<file path="config.mk">
export PLATFORM = sky130hd
export DESIGN_NAME = dmi_arbiter
export DESIGN_NICKNAME = d
export VERILOG_FILES = /design/src/rtl/dmi_arbiter.sv
export SDC_FILE = /design/constraint.sdc
export NUM_CORES = 1
export LEC_CHECK = 0
export BUFFER_PORTS_ARGS = -buffer_cell sky130_fd_sc_hd__buf_2
export CAP_MARGIN = 20
export CORE_UTILIZATION = 49
export CTS_BUF_LIST = sky130_fd_sc_hd__clkbuf_4
export DETAILED_ROUTE_END_ITERATION = 12
export GPL_ROUTABILITY_DRIVEN = 0
export PLACE_DENSITY = 0.92
export SYNTH_ARGS = -nofsm -noshare
export SYNTH_HDL_FRONTEND = slang
export SYNTH_SLANG_ARGS = --single-unit
export TNS_END_PERCENT = 10
</file>
<file path="constraint.sdc">
create_clock -name clk -period 8.22 [get_ports clk]
set_input_delay 1.644 -clock clk [delete_from_list [all_inputs] [get_ports clk]]
set_output_delay 1.644 -clock clk [all_outputs]
set_load 0.1 [all_outputs]
</file>
<file path="src/rtl/dmi_arbiter.sv">
// Round-robin arbiter sharing one DMI target between two requesters, one transaction in flight.
// Min 4 cycles per transaction; WAIT times out to a failed response; requests stall until IDLE.
module dmi_arbiter #(
  parameter int ADDR_W  = 7,
  parameter int DATA_W  = 32,
  parameter int TIMEOUT = 1024
) (
  input  logic              clk,
  input  logic              reset,
  input  logic              r0_req_valid,
  output logic              r0_req_ready,
  input  logic [ADDR_W-1:0] r0_req_bits_addr,
  input  logic [1:0]        r0_req_bits_op,
  input  logic [DATA_W-1:0] r0_req_bits_data,
  output logic              r0_resp_valid,
  input  logic              r0_resp_ready,
  output logic [1:0]        r0_resp_bits_resp,
  output logic [DATA_W-1:0] r0_resp_bits_data,
  input  logic              r1_req_valid,
  output logic              r1_req_ready,
  input  logic [ADDR_W-1:0] r1_req_bits_addr,
  input  logic [1:0]        r1_req_bits_op,
  input  logic [DATA_W-1:0] r1_req_bits_data,
  output logic              r1_resp_valid,
  input  logic              r1_resp_ready,
  output logic [1:0]        r1_resp_bits_resp,
  output logic [DATA_W-1:0] r1_resp_bits_data,
  output logic              m_req_valid,
  input  logic              m_req_ready,
  output logic [ADDR_W-1:0] m_req_bits_addr,
  output logic [1:0]        m_req_bits_op,
  output logic [DATA_W-1:0] m_req_bits_data,
  input  logic              m_resp_valid,
  output logic              m_resp_ready,
  input  logic [1:0]        m_resp_bits_resp,
  input  logic [DATA_W-1:0] m_resp_bits_data,
  output logic              busy,
  output logic              timeout_err
);

  localparam int TW = (TIMEOUT > 0) ? $clog2(TIMEOUT + 1) : 1;
  localparam logic [TW-1:0] T_LAST = TW'(TIMEOUT - 1);
  localparam logic [TW-1:0] T_MAX  = '1;

  typedef enum logic [1:0] {IDLE, ISSUE, WAIT, RESP} state_t;

  state_t            r_state, w_next;
  logic              r_last_grant, r_owner, r_timeout_err;
  logic [ADDR_W-1:0] r_addr;
  logic [1:0]        r_op;
  logic [DATA_W-1:0] r_wdata;
  logic [1:0]        r_resp;
  logic [DATA_W-1:0] r_rdata;
  logic [TW-1:0]     r_timer;
  logic              w_grant, w_expire, w_resp_hs;

  // Contention goes to whoever did not win last; a lone requester always wins.
  assign w_grant   = (r0_req_valid && r1_req_valid) ? ~r_last_grant : r1_req_valid;
  assign w_expire  = (TIMEOUT != 0) && (r_timer == T_LAST);
  assign w_resp_hs = r_owner ? r1_resp_ready : r0_resp_ready;

  always_ff @(posedge clk or posedge reset) begin
    if (reset) r_state <= IDLE;
    else       r_state <= w_next;
  end

  always_comb begin
    w_next        = r_state;
    r0_req_ready  = 1'b0;
    r1_req_ready  = 1'b0;
    m_req_valid   = 1'b0;
    m_resp_ready  = 1'b1;
    r0_resp_valid = 1'b0;
    r1_resp_valid = 1'b0;
    case (r_state)
      IDLE: begin
        r0_req_ready = r0_req_valid && !w_grant;
        r1_req_ready = r1_req_valid && w_grant;
        if (r0_req_valid || r1_req_valid) w_next = ISSUE;
      end
      ISSUE: begin
        m_req_valid = 1'b1;
        if (m_req_ready) w_next = WAIT;
      end
      WAIT: begin
        if (m_resp_valid || w_expire) w_next = RESP;
      end
      RESP: begin
        m_resp_ready  = 1'b0;
        r0_resp_valid = !r_owner;
        r1_resp_valid = r_owner;
        if (w_resp_hs) w_next = IDLE;
      end
      default: w_next = IDLE;
    endcase
  end

  always_ff @(posedge clk or posedge reset) begin
    if (reset) begin
      r_last_grant  <= 1'b1;
      r_owner       <= 1'b0;
      r_timeout_err <= 1'b0;
      r_addr        <= '0;
      r_op          <= '0;
      r_wdata       <= '0;
      r_resp        <= '0;
      r_rdata       <= '0;
      r_timer       <= '0;
    end else begin
      case (r_state)
        IDLE: if (r0_req_ready || r1_req_ready) begin
          r_owner <= r1_req_ready;
          r_addr  <= r1_req_ready ? r1_req_bits_addr : r0_req_bits_addr;
          r_op    <= r1_req_ready ? r1_req_bits_op   : r0_req_bits_op;
          r_wdata <= r1_req_ready ? r1_req_bits_data : r0_req_bits_data;
        end
        ISSUE: if (m_req_ready) r_timer <= '0;
        WAIT: begin
          // A response on the expiry cycle takes priority over the timeout.
          if (m_resp_valid) begin
            r_resp  <= m_resp_bits_resp;
            r_rdata <= m_resp_bits_data;
          end else begin
            if (r_timer != T_MAX) r_timer <= r_timer + TW'(1);
            if (w_expire) begin
              r_resp        <= 2'd2;
              r_rdata       <= '0;
              r_timeout_err <= 1'b1;
            end
          end
        end
        RESP: if (w_resp_hs) r_last_grant <= r_owner;
        default: ;
      endcase
    end
  end

  assign m_req_bits_addr   = r_addr;
  assign m_req_bits_op     = r_op;
  assign m_req_bits_data   = r_wdata;
  assign r0_resp_bits_resp = r_resp;
  assign r0_resp_bits_data = r_rdata;
  assign r1_resp_bits_resp = r_resp;
  assign r1_resp_bits_data = r_rdata;
  assign busy              = (r_state != IDLE);
  assign timeout_err       = r_timeout_err;

endmodule

</file>
# ---- After elaboration in Yosys (flattened, before gate mapping)
# Index checks and enable logic that the tools add are counted.
dict set report classes {
  n_eq_ne 11
  add_sub_neg 1
  reduce_logical 18
  muxes 24
  n_bitwise 2
}
# op count
set ops {}
lappend ops {{$mux 32} 3}
lappend ops {{$mux 11} 3}
lappend ops {{$pmux 11 s2} 1}
lappend ops {{$mux 2} 7}
lappend ops {{$ne 2x2->1 const B} 6}
lappend ops {{$add 11x1->11 const B} 1}
lappend ops {{$eq 11x10->1 const B} 1}
lappend ops {{$ne 11x11->1 const B} 1}
lappend ops {{$mux 1} 8}
lappend ops {{$pmux 2 s4} 1}
lappend ops {{$reduce_and 4->1} 2}
lappend ops {{$mux 7} 1}
lappend ops {{$reduce_and 2->1} 3}
lappend ops {{$reduce_bool 2->1} 3}
lappend ops {{$eq 2x2->1 const B} 2}
lappend ops {{$logic_and 1x1->1} 3}
lappend ops {{$logic_or 1x1->1} 3}
lappend ops {{$reduce_and 3->1} 1}
lappend ops {{$eq 2x1->1 const B} 1}
lappend ops {{$logic_not 1->1} 2}
lappend ops {{$logic_not 2->1} 1}
lappend ops {{$not 1->1} 2}
dict set report totals {
  out_inout_bits 117
  reg_bits 91
  elab_cells 66
  inputBits 124
}

# ---- Logic depth before layout (Yosys ltp)
# Gate-level depths: netlist of the first run.
dict set report depth {
  ltp_word 7
  depth_mapped 8
  ltp_nobuf 6
}

# ---- Worst setup path before layout of the first run
# OpenSTA, ideal clock, no wires.
dict set report synth_timing {
  path_type {input -> output}
  from {input r1_req_valid}
  to {output r0_req_ready}
  slack_ps 3443
  stages 4
  n_path_buf 2
  arrival_ps 3133
  cell_sequence {a21bo_2 -> clkbuf_1 -> clkbuf_1 -> and3_1}
}
dict set report synth_between {
  elab_chain_cells 5
}
# element line_no
set synth_lines {}
lappend synth_lines {{from (decl)} 19} ;# input logic r1_req_valid,
lappend synth_lines {{$logic_and 1x1->1} 58} ;# assign w_grant = (r0_req_valid && r1_req_valid) ? ~r_last_grant : r1_req_valid;
lappend synth_lines {{$mux 1 *} 58}
lappend synth_lines {{$logic_not 1->1 *} 77} ;# r0_req_ready = r0_req_valid && !w_grant;
lappend synth_lines {{$logic_and 1x1->1 *} 77}
lappend synth_lines {{$mux 1 *} 75} ;# case (r_state)
lappend synth_lines {{to (decl)} 11} ;# output logic r0_req_ready,
# Every way passes the cells marked *; elsewhere a longest branch is shown, timed or not.

# ---- Worst setup path in the final report of the first run
# Ends and elaborated chain as after synthesis.

==> impl_metrics.yaml, run 1 <==
outcome:
  status: "complete, no violations"
route:
  vias_per_cell: 5.45
  ant_nets: 0
  drc: 0
  wl_per_cell_microns: 16.3
  drtIter0Drc: 116
  vias: 3878
  firstDrtPassIters: 4
  drt_wl_total_microns: 11600
clock_network:
  ctsResizeCount: 0
  clk_pin_slew_ns: 0.15
  cts_buffers: 9
  worstSkewPairLatency_ns: 0.44
  cts_tree: "built"
  clockBufferDepth: 2
  root_buffer: "clkbuf_4"
  cts_setup_buffers: 0
  cts_hold_buffers: 0
  htreeDepth: 3
  clock-sinks: 91
yosys:
  synth_mux_area_share_pct: 0.975
  synth_compound_area_share_pct: 23.1
  synthSimpleGateAreaFrac_pct: 10.5
  synth_cells: 404
  syn_nets: 534
  seq_area_frac_synth_pct: 53.8
  synth_ff_type: "dfrtp_1"
  synthAdderAreaFrac_pct: 1.77
  synth_edf_count: 0
  async_flop_share_pct: 100
  synth_xor_area_share_pct: 0
  syn_area_sq_mm: 0.00423
  ys_ff_latch: 91
  synthDistinctLibCells: 47
  synth_top_family_by_area: "compound AO/OA/AOI/OAI gates"
  synth_area_per_cell_sq_um: 10.5
  yosys_warnings: 0
floorplanning:
  core.rowCount: 33
  coreArea_sq_mm: 0.00830
  die_w_microns: 94.9
  die_h_microns: 94.9
  initial_core_util_pct: 51.0
  ios: 241
  die-area_sq_mm: 0.00901
placed_design:
  hpwl_microns: 8460
  portBuffers: 240
min_path:
  hp-class: "reg -> reg"
  hold_depth: 1
worst_setup_path:
  critical-path-top-delay-family: "compound AO/OA/AOI/OAI gates"
  max_stage_delay_ns: 0.74
  required_ns: 6.58
  crit_cells: 4
  cp-end-kind: "primary output"
  crit_chain: "buf_2 -> a21bo_2 -> and3_1 -> buf_2"
  cp_max_fo: 43
  cp-start-kind: "input port"
  arrival_ns: 3.21
  cp_slowest_cell: "a21bo_2"
  worstRegToRegCells: 6
  crit_type: "in -> out"
  crit_path_frequent_cell: "buf_2"
  worst-path-buf-inv: 2
finish:
  layout_commonest_cell: "buf_2"
  areaGrowthSynthToFinish_pct: 29.3
  fin_nets: 730
  post-route-util_pct: 65.9
  drive_above_1_share_pct: 45.5
  final_cell_mix: "240 x buf_2, 90 x dfrtp_1, 48 x nand2_1"
timing:
  finalHoldViolations: 0
  layout_min_cycle_time_ns: 4.86
  fmax_mhz: 206
  setup-violations-final: 0
  finalCritPeriodShare_pct: 59.1
  fin_skew_ns: 0.0159
  slew_headroom_pct: 43.8
  worst_pin_slew_ns: 0.840
  finalSetupTns_ns: 0
  rsz0062_at_grt: "false"
  report.final.slew_viol_count: 0
flow_run:
  cap_violations: 0
grt:
  overflow: 0
  grt_pass1_wl_microns: 17600
  antenna_found_initial: 2
  grt_pass1_vias: 3667
  grt_usage_pct: 25.8
  grt_max_degree: 92
## sequential cells by signal (all words and copies together), names as in the netlist
register and flops:
r_state 2, r_timer 11, r_owner 1, r0_resp_bits_resp 2
timeout_err 1, m_req_bits_op 2, r0_resp_bits_data 32, m_req_bits_addr 7
m_req_bits_data 32, r_last_grant 1
## metal layers
layer  track usage [%]  routed length [microns]  vias up
met3              6.68                      917       20
met1              29.1                     4500     1835
met4              11.1                      301        0
met2              46.0                     5860      179
met5                 0                        0        -
li1                  -                        -     1844
## area by class of cell
| class | count | area (sq um) |
|---|---|---|
| Fill cell | 681 | 2830 |
| Timing Repair Buffer | 246 | 1290 |
| Antenna cell | 2 | 5.00 |
| Inverter | 10 | 38.8 |
| Tap cell | 105 | 131 |
| Sequential cell | 91 | 2280 |
| Clock buffer | 10 | 75.1 |
| Clock inverter | 5 | 103 |
| Multi-Input combinational cell | 242 | 1560 |
## path summary, 6_finish.rpt
kind / to / slack (ns) / startpoint
setup / recovery: r0_req_ready / 3.36 / r1_req_valid
hold / removal: timeout_err / 0.47 / timeout_err
setup reg to reg: r_timer[4] / 5.80 / r_state[0]
hold reg to reg: timeout_err / 0.47 / timeout_err
max in group asynchronous: r_last_grant / 6.33 / reset
min in group asynchronous: r0_resp_bits_data[0] / 1.22 / reset
## cell usage after synthesis (2+ instances only)
cell type | n | area [sq um]
dfrtp_1 | 90 | 2250
nand2_1 | 48 | 180
o21ai_0 | 44 | 220
o22ai_1 | 41 | 257
buf_4 | 34 | 255
a22o_1 | 33 | 289
clkbuf_1 | 21 | 78.8
inv_1 | 10 | 37.5
ha_1 | 6 | 75.1
nor2_1 | 6 | 22.5
o31ai_1 | 6 | 45.0
a21oi_1 | 5 | 25.0
nand3_1 | 5 | 25.0
buf_2 | 4 | 20.0
and2_1 | 3 | 18.8
mux2i_1 | 3 | 30.0
nand2b_1 | 3 | 18.8
o21ai_1 | 3 | 15.0
or4_1 | 3 | 22.5
a21o_1 | 2 | 15.0
and3_1 | 2 | 12.5
buf_6 | 2 | 22.5
nand3b_1 | 2 | 15.0
nor2b_1 | 2 | 12.5
nor4_2 | 2 | 25.0
o211ai_1 | 2 | 15.0
or3_1 | 2 | 12.5
## cell families (layout without fill, tap and decap cells)
logic type | Yosys count | after routing
AOI/OAI and AO/OA | 146 | 146
adders and majority gates | 6 | 6
buffers and inverters | 71 | 271
DFF | 91 | 91
muxes | 4 | 4
other | 0 | 2
and+or+nand+nor | 86 | 86
## metrics by stage
step	cells	hold WS (ns)	instance area (sq um)	worst slack, ns
after floorplan	404	0.465	4230	3.44
after global placement	692	0.441	5240	3.40
after detailed placement	693	0.440	5260	3.37
after CTS	708	0.474	5440	3.37
after global routing	711	0.507	5470	3.29
final	711	0.470	5470	3.36
Power of run 1 is left out: the tool's default activity adds up to more than one toggle a clock period on the data nets, which glitch-free logic cannot reach.
==> inputs of run 2 (changes only) <==
--- a/config.mk
+++ b/config.mk
@@ -7,11 +7,11 @@
 export LEC_CHECK = 0
 export BUFFER_PORTS_ARGS = -buffer_cell sky130_fd_sc_hd__buf_2
 export CAP_MARGIN = 20
-export CORE_UTILIZATION = 49
+export CORE_UTILIZATION = 41
 export CTS_BUF_LIST = sky130_fd_sc_hd__clkbuf_4
 export DETAILED_ROUTE_END_ITERATION = 12
 export GPL_ROUTABILITY_DRIVEN = 0
-export PLACE_DENSITY = 0.92
+export PLACE_DENSITY = 0.82
 export SYNTH_ARGS = -nofsm -noshare
 export SYNTH_HDL_FRONTEND = slang
 export SYNTH_SLANG_ARGS = --single-unit
==> constraint.sdc (replaced) <==
create_clock -name clk -period 4.07 [get_ports clk]
set_input_delay 0.814 -clock clk [delete_from_list [all_inputs] [get_ports clk]]
set_output_delay 0.814 -clock clk [all_outputs]
set_load 0.1 [all_outputs]
==> impl_metrics.yaml, run 2 (synthesis gave the netlist of run 1 again) <==
clock_network:
  cts_hold_buffers: 0
  worstSkewPairLatency_ns: 0.42
  cts_buffers: 9
  root_buffer: "clkbuf_4"
  clockBufferDepth: 2
  cts_setup_buffers: 0
  cts_tree: "built"
  clock-sinks: 91
  htreeDepth: 3
  ctsResizeCount: 0
  clk_pin_slew_ns: 0.13
route:
  vias: 3897
  drc: 0
  ant_nets: 0
  firstDrtPassIters: 6
  drt_wl_total_microns: 11100
  wl_per_cell_microns: 15.1
  vias_per_cell: 5.29
  drtIter0Drc: 174
worst_setup_path:
  arrival_ns: 2.03
  max_stage_delay_ns: 0.46
  crit_type: "reg -> out"
  cp_slowest_cell: "buf_2"
  cp-start-kind: "flip-flop"
  cp_max_fo: 4
  crit_path_frequent_cell: "inv_1"
  crit_chain: "inv_1 -> ha_1 -> inv_1 -> nor2_2 -> buf_2"
  cp-end-kind: "primary output"
  required_ns: 3.26
finish:
  post-route-util_pct: 54.8
  fillers: 905
  multi_input_area_sq_mm: 0.00156
  diodes: 0
  seqCellArea_sq_mm: 0.00228
  areaGrowthSynthToFinish_pct: 28.2
  fin_area_sq_mm: 0.00543
  layout_commonest_cell: "buf_2"
  drive_above_1_share_pct: 45.6
  final_cell_mix: "240 x buf_2, 90 x dfrtp_1, 48 x nand2_1"
  fin_nets: 732
timing:
  finalSetupTns_ns: 0
  layout_min_cycle_time_ns: 2.84
  setup-violations-final: 0
  slew_headroom_pct: 50.4
  report.final.slew_viol_count: 0
  fin_skew_ns: 0.0132
  finalHoldViolations: 0
  rsz0062_at_grt: "false"
  fmax_mhz: 352
  finalCritPeriodShare_pct: 69.8
  worst_pin_slew_ns: 0.738
grt:
  antenna_found_initial: 0
  grt_pass1_vias: 3867
  overflow: 0
  grt_usage_pct: 21.4
  grt_pass1_wl_microns: 18400
  grt_max_degree: 60
floorplanning:
  core.rowCount: 36
  ios: 241
  coreArea_sq_mm: 0.00991
  die_w_microns: 104
  die-area_sq_mm: 0.0107
  die_h_microns: 104
  initial_core_util_pct: 42.7
flow_run:
  cap_violations: 0
placed_design:
  dpl_cell_area_sq_mm: 0.00529
  hpwl_microns: 8400
  portBuffers: 240
outcome:
  status: "complete, no violations"
min_path:
  hp-class: "in -> async"
==> run 2: metal layers <==
layer  GRT usage, %  part of all wire, %  vias up
met4           9.83                  2.7        0
li1               -                    -     1838
met3           5.41                  7.4       22
met1           25.4                   40     1841
met5              0                    0        -
met2           36.5                   50      196
==> run 2: final timing paths <==
| check | from | endpoint | slack [ns] | depth (start not counted) |
|---|---|---|---|---|
| max | r_state[1] | r1_req_ready | 1.23 | 5 |
| min | reset | m_req_bits_data[24] | 0.36 | 2 |
| max reg2reg | r_state[0] | r_timer[4] | 1.72 | 6 |
| min reg2reg | timeout_err | timeout_err | 0.47 | 1 |
| max in group asynchronous | reset | r_last_grant | 2.91 | 3 |
| min in group clk | timeout_err | timeout_err | 0.47 | 1 |
==> run 2: worst max-delay path: cells and delay by family (launching register included) <==
family                     cells  cell delay (ns)
buffers and inverters          3             0.68
DFF                            1             0.44
adders and majority gates      1             0.29
and+or+nand+nor                1             0.21
==> run 2: layout make-up <==
cell class / instances / share of cell area [%]
Clock buffer: 11 / 1.52
Clock inverter: 1 / 0.0922
Inverter: 10 / 0.715
Multi-Input combinational cell: 242 / 28.7
Sequential cell: 91 / 42.0
Tap cell: 133 / 3.07
Timing Repair Buffer: 248 / 24.0
==> run 2: per-stage QoR <==
stage / worst slack [ns] / instances / hold slack (ns)
finish: 1.23 / 736 / 0.356
global route: 1.07 / 736 / 0.351
CTS: 1.18 / 734 / 0.339
detailed placement: 1.25 / 722 / 0.443
global placement: 1.39 / 721 / 0.444
floorplan: 0.863 / 404 / 0.465
Power of run 2 is left out for the same reason.
